File: config.mk
export PLATFORM = sky130hd
export DESIGN_NAME = lmdpl_dualrail_seq
export DESIGN_NICKNAME = d
export VERILOG_FILES = /design/src/rtl/lmdpl_dualrail_seq.sv
export SDC_FILE = /design/constraint.sdc
export NUM_CORES = 1
export LEC_CHECK = 0
export ABC_AREA = 0
export CAP_MARGIN = 20
export CORE_MARGIN = 5
export CORE_UTILIZATION = 35
export DETAILED_ROUTE_END_ITERATION = 6
export PLACE_DENSITY = 0.68
export SLEW_MARGIN = 0
export SYNTH_ARGS = -nofsm -noshare
export SYNTH_HDL_FRONTEND = slang
export SYNTH_SLANG_ARGS = --single-unit
export TNS_END_PERCENT = 20
File: constraint.sdc
create_clock -name clk -period 1.8 [get_ports clk]
set_input_delay 0.18 -clock clk [delete_from_list [all_inputs] [get_ports clk]]
set_output_delay 0.18 -clock clk [all_outputs]
set_load 0.01 [all_outputs]
File: src/rtl/lmdpl_dualrail_seq.sv
// lmdpl_dualrail_seq
//   Sequencing register for an LMDPL dual-rail masked network with N channels.
//   Each round runs a precharge phase and then an evaluate phase. During
//   evaluation every channel's dual-rail pair is captured once, and the
//   capture is monotonic. At the end of the round the block pulses done or
//   timeout. Rail violations raise a sticky fault flag.
//
// Optional feature (macro LMDPL_FAULT_CNT_EN):
//   Adds fault_cnt[7:0], a saturating count of cycles that contained at
//   least one violation.
//
// Ports:
//   clk        clock, rising edge
//   rst        synchronous active-high reset
//   start      request one round; only sampled in IDLE
//   in_t/in_f  true/false rails from the LMDPL network
//   fault_clr  clears the sticky fault flag (a new violation wins)
//   prech      network in precharge
//   eval       network evaluating
//   busy       round in progress (PRE or EVAL)
//   q_t/q_f    captured true/false rails
//   done       one-cycle pulse: all channels resolved
//   timeout    one-cycle pulse: evaluate window expired with unresolved channels
//   fault      sticky dual-rail violation flag
//   fault_cnt  (LMDPL_FAULT_CNT_EN only) saturating violation-cycle count
module lmdpl_dualrail_seq #(
  parameter int unsigned N          = 8,
  parameter int unsigned PRE_CYCLES = 1,
  parameter int unsigned EVAL_MAX   = 4
) (
  input  logic         clk,
  input  logic         rst,
  input  logic         start,
  input  logic [N-1:0] in_t,
  input  logic [N-1:0] in_f,
  input  logic         fault_clr,
  output logic         prech,
  output logic         eval,
  output logic         busy,
  output logic [N-1:0] q_t,
  output logic [N-1:0] q_f,
  output logic         done,
  output logic         timeout,
`ifdef LMDPL_FAULT_CNT_EN
  output logic [7:0]   fault_cnt,
`endif
  output logic         fault
);

  localparam int unsigned CntMax = (PRE_CYCLES > EVAL_MAX) ? PRE_CYCLES : EVAL_MAX;
  localparam int unsigned CW     = $clog2(CntMax) + 1;

  typedef enum logic [1:0] {StIdle, StPre, StEval} state_e;

  state_e         state_q, state_d;
  logic [CW-1:0]  cnt_q, cnt_d;
  logic [N-1:0]   q_t_q, q_t_d, q_f_q, q_f_d;
  logic [N-1:0]   cap_q, cap_d;
  logic [N-1:0]   res, both;
  logic           done_q, done_d, timeout_q, timeout_d;
  logic           fault_q, fault_d;
  logic           prech_q, eval_q, busy_q;
  logic           viol;

  always_comb begin
    state_d   = state_q;
    cnt_d     = cnt_q;
    q_t_d     = q_t_q;
    q_f_d     = q_f_q;
    cap_d     = cap_q;
    done_d    = 1'b0;
    timeout_d = 1'b0;
    viol      = 1'b0;
    res       = '0;
    both      = '0;
    unique case (state_q)
      StIdle: begin
        if (start) begin
          state_d = StPre;
          cnt_d   = CW'(PRE_CYCLES - 1);
          q_t_d   = '0;
          q_f_d   = '0;
          cap_d   = '0;
        end
      end
      StPre: begin
        if (cnt_q == '0) begin
          // Rails must be fully discharged at the end of precharge.
          viol    = |(in_t | in_f);
          state_d = StEval;
          cnt_d   = CW'(EVAL_MAX - 1);
        end else begin
          cnt_d = cnt_q - CW'(1);
        end
      end
      StEval: begin
        // Only still-open channels are looked at; captured ones are frozen.
        res   = (in_t ^ in_f) & ~cap_q;
        both  = in_t & in_f & ~cap_q;
        viol  = |both;
        q_t_d = (q_t_q & ~res) | (in_t & res);
        q_f_d = (q_f_q & ~res) | (in_f & res);
        cap_d = cap_q | res;
        if (&cap_d) begin
          done_d  = 1'b1;
          state_d = StIdle;
          cnt_d   = '0;
        end else if (cnt_q == '0) begin
          timeout_d = 1'b1;
          state_d   = StIdle;
        end else begin
          cnt_d = cnt_q - CW'(1);
        end
      end
      default: state_d = StIdle;
    endcase
    fault_d = viol ? 1'b1 : (fault_clr ? 1'b0 : fault_q);
  end

  always_ff @(posedge clk) begin
    if (rst) begin
      state_q   <= StIdle;
      cnt_q     <= '0;
      q_t_q     <= '0;
      q_f_q     <= '0;
      cap_q     <= '0;
      done_q    <= 1'b0;
      timeout_q <= 1'b0;
      fault_q   <= 1'b0;
      prech_q   <= 1'b1;
      eval_q    <= 1'b0;
      busy_q    <= 1'b0;
    end else begin
      state_q   <= state_d;
      cnt_q     <= cnt_d;
      q_t_q     <= q_t_d;
      q_f_q     <= q_f_d;
      cap_q     <= cap_d;
      done_q    <= done_d;
      timeout_q <= timeout_d;
      fault_q   <= fault_d;
      prech_q   <= (state_d != StEval);
      eval_q    <= (state_d == StEval);
      busy_q    <= (state_d != StIdle);
    end
  end

`ifdef LMDPL_FAULT_CNT_EN
  logic [7:0] fcnt_q, fcnt_d;

  always_comb begin
    fcnt_d = fcnt_q;
    if (viol) begin
      if (fcnt_q != 8'hFF) fcnt_d = fcnt_q + 8'd1;
    end else if (fault_clr) begin
      fcnt_d = '0;
    end
  end

  always_ff @(posedge clk) begin
    if (rst) fcnt_q <= '0;
    else     fcnt_q <= fcnt_d;
  end

  assign fault_cnt = fcnt_q;
`endif

  assign prech   = prech_q;
  assign eval    = eval_q;
  assign busy    = busy_q;
  assign q_t     = q_t_q;
  assign q_f     = q_f_q;
  assign done    = done_q;
  assign timeout = timeout_q;
  assign fault   = fault_q;

endmodule
==> metrics.yaml <==
critical_path:
  critPathRequiredTime_ns: 1.99
  cp_cell_sequence: "clkdlybuf4s50_1 > inv_1 > ha_1 > o22ai_2 > nor2_2 > a211o_1 > o2111a_1 > a22o_1"
  critPathSlowestCell: "clkdlybuf4s50_1"
  max_stage_delay_ns: 0.49
  regToRegSetupSlack_ns: 0.11
  crit_buf_inv: 2
  cp-end-kind: "flop"
  crit_type: "in2reg"
  startpoint: "in_f[6]"
  reg2reg_from: "state_q[1]"
  cp_max_fo: 4
  worst_setup_path_start_kind: "input port"
  cp.arrival_ns: 1.94
  path_delay_family: "compound AO/OA/AOI/OAI gates"
synth:
  synthMostInstantiatedCell: "dfxtp_1"
  ys_async_sr_fraction_pct: 0
  synthTopCellsByArea: "dfxtp_1, ha_1, mux2i_1"
  synth_flop_cell: "dfxtp_1"
  synth_compound_area_share_pct: 15.5
  synth_fa_ha_area_share_pct: 14.5
  yosysTopAreaCellShare_pct: 36.9
  postSynthCellCount: 216
  synth-xor-area-share_pct: 0
  ys_seq_area_share_pct: 36.9
  synth_cell_types: 37
  syn_avg_cell_area_um2: 8.79
  synth_largest_area_cell: "dfxtp_1"
  yosys.area_share.simple_pct: 16.6
  yosysWarnings: 0
  synth_top_family_by_area: "simple AND/OR/NAND/NOR gates"
  synth_nets: 258
  ys_ff_latch: 35
  synthMuxAreaShare_pct: 8.43
  syn_area_um2: 1900
  synth-edff-count: 0
  yosys-top-cells-count: "dfxtp_1, inv_1, nor2_1"
cts:
  cts_hold_buf: 0
  clk_pin_slew_ns: 0.08
  cts_root_buf: "clkbuf_8"
  cts_buffers: 5
  clockBufferDepth: 2
  clkSinkCount: 35
  htreeDepth: 2
  tritoncts: "built"
  insertion_delay_ns: 0.30
outcome:
  status: "complete, no violations"
route:
  wl_um: 4480
  drt-wirelength-per-cell_um: 12.4
  avgViaCountPerCell: 4.76
  drtIter0Drc: 67
  ant_nets: 0
  first_pass_iters: 4
  drc: 0
  via_count: 1718
finish:
  nets: 332
  stdcell_area_um2: 2830
  fillers: 494
  finish.utilization_pct: 54.3
  diodes: 0
  synthToLayoutAreaGrowth_pct: 48.8
  final_cells: 361
  drive_gt1_share_pct: 21.6
global_route:
  grt_pass1_vias: 1660
  grt_pass1_wl_um: 7330
  overflow: 0
  grtUsageTotal_pct: 12.7
  grt_antenna_before_repair: 0
  grt_max_degree: 15
die:
  core_area_um2: 5200
  die_x_um: 83.7
  dieArea_um2: 7000
  initial_utilization_pct: 36.5
  die_h_um: 83.7
  pin_count: 42
  rows: 26
min_path:
  hold_path_startpoint: "in_t[5]"
  hp-class: "in2reg"
sta:
  fin_ws_ns: 0.0466
  tightest_slew_ns: 0.394
  fin_skew_ns: 0.0130
  hold_violations: 0
  maxSlewViolCount: 0
  post-route-period-util_pct: 97.4
  relSlewSlack_pct: 73.7
  clock.fmax_mhz: 570
  finalCriticalPeriod_ns: 1.75
  rsz0062_at_grt: "true"
  fin_tns_setup_ns: 0
  setup_violations: 0
placement:
  portBuffers: 41
  placed_area_um2: 2590
  place.gp.congestion: 0.792
  dp_slack_ns: -0.406
  place_inst: 351
  dp_hpwl_um: 3330
power:
  pwr_density_cell_nw_per_um2: 818
  leakagePower_nw: 1.18
  peakVddDrop_uv: 415
job:
  max_cap_viol_count: 0
[what timing repair did]
item / in CTS / in global routing
pin swaps: 1 / 4
setup endpoints to repair: 2 / 14
buffers inserted: 1 / 1
resized for setup: 6 / 13
[final cells by class]
type                            instances  area (µm²)  share of cell area (%)
Tap cell                               70        87.6                    3.10
Sequential cell                        35         703                    24.9
Inverter                               33         124                    4.38
Clock inverter                          3        20.0                   0.708
Clock buffer                            5        68.8                    2.43
Multi-Input combinational cell        142        1170                    41.3
Timing Repair Buffer                   73         656                    23.2
[cells by family (layout without fill, tap and decap cells)]
family,count (synthesis),count (layout)
buffers and inverters,39,114
AND/OR/NAND/NOR,60,60
AO/OA/AOI/OAI,44,44
flip-flops,35,35
adder cells (fa/ha/maj),22,22
multiplexers,16,16
[power breakdown]
part	total (mW)	internal [mW]	switching (mW)	leakage, nW
registers	0.885	0.844	0.0413	0.285
logic	0.853	0.443	0.410	0.858
clock network	0.574	0.269	0.304	0.0402
[worst min-delay path, delay by kind of cell]
kind | cells | cell delay (ns)
and+or+nand+nor | 1 | 0.07
muxes | 1 | 0.09
buffers and inverters | 1 | 0.13
[sequential cells by signal, indices dropped and copies added, names as in the netlist]
name	count
busy	1
cap_q	8
cnt_q	3
done	1
eval	1
fault	1
prech	1
q_f	8
q_t	8
state_q	2
timeout	1
[final timing paths]
kind / to / cells past startpoint
worst max-delay path: cnt_q[0] / 8
worst min-delay path: q_t[5] / 3
worst min register to register: cnt_q[1] / 1
worst max register to register: q_f[1] / 7
[stage by stage]
stage,hold WS (ns),total power [mW]
after detailed placement,0.474,1.70
final,0.204,2.31
after floorplan,0.327,1.36
after global routing,0.232,2.45
after CTS,0.492,2.29
after global placement,0.472,1.69
[cells in the final DEF, fill, tap and decap left out, drive strengths merged, types with 2 or more instances in the layout]
| cell type | count |
|---|---|
| clkdlybuf4s50 | 39 |
| dlymetal6s2s | 2 |
| inv | 33 |
| buf | 32 |
| ha | 22 |
| clkbuf | 5 |
| o22ai | 8 |
| mux2i | 16 |
| nor2b | 2 |
| nor2 | 23 |
| a22o | 2 |
| dfxtp | 35 |
| a21boi | 2 |
| nand2 | 8 |
| a21oi | 18 |
| nor3 | 10 |
| clkinvlp | 2 |
| nand4 | 2 |
| nand2b | 4 |
| o21ai | 3 |
| nor3b | 8 |
[routing by layer]
layer,share of wire [%],global-route usage (%),vias up
met1,46,16.2,777
met2,46,20.0,48
li1,-,-,887
met4,1.2,4.24,0
met5,0,0,-
met3,6.3,4.05,6
No activity file was read; power rests on OpenSTA's default activity.
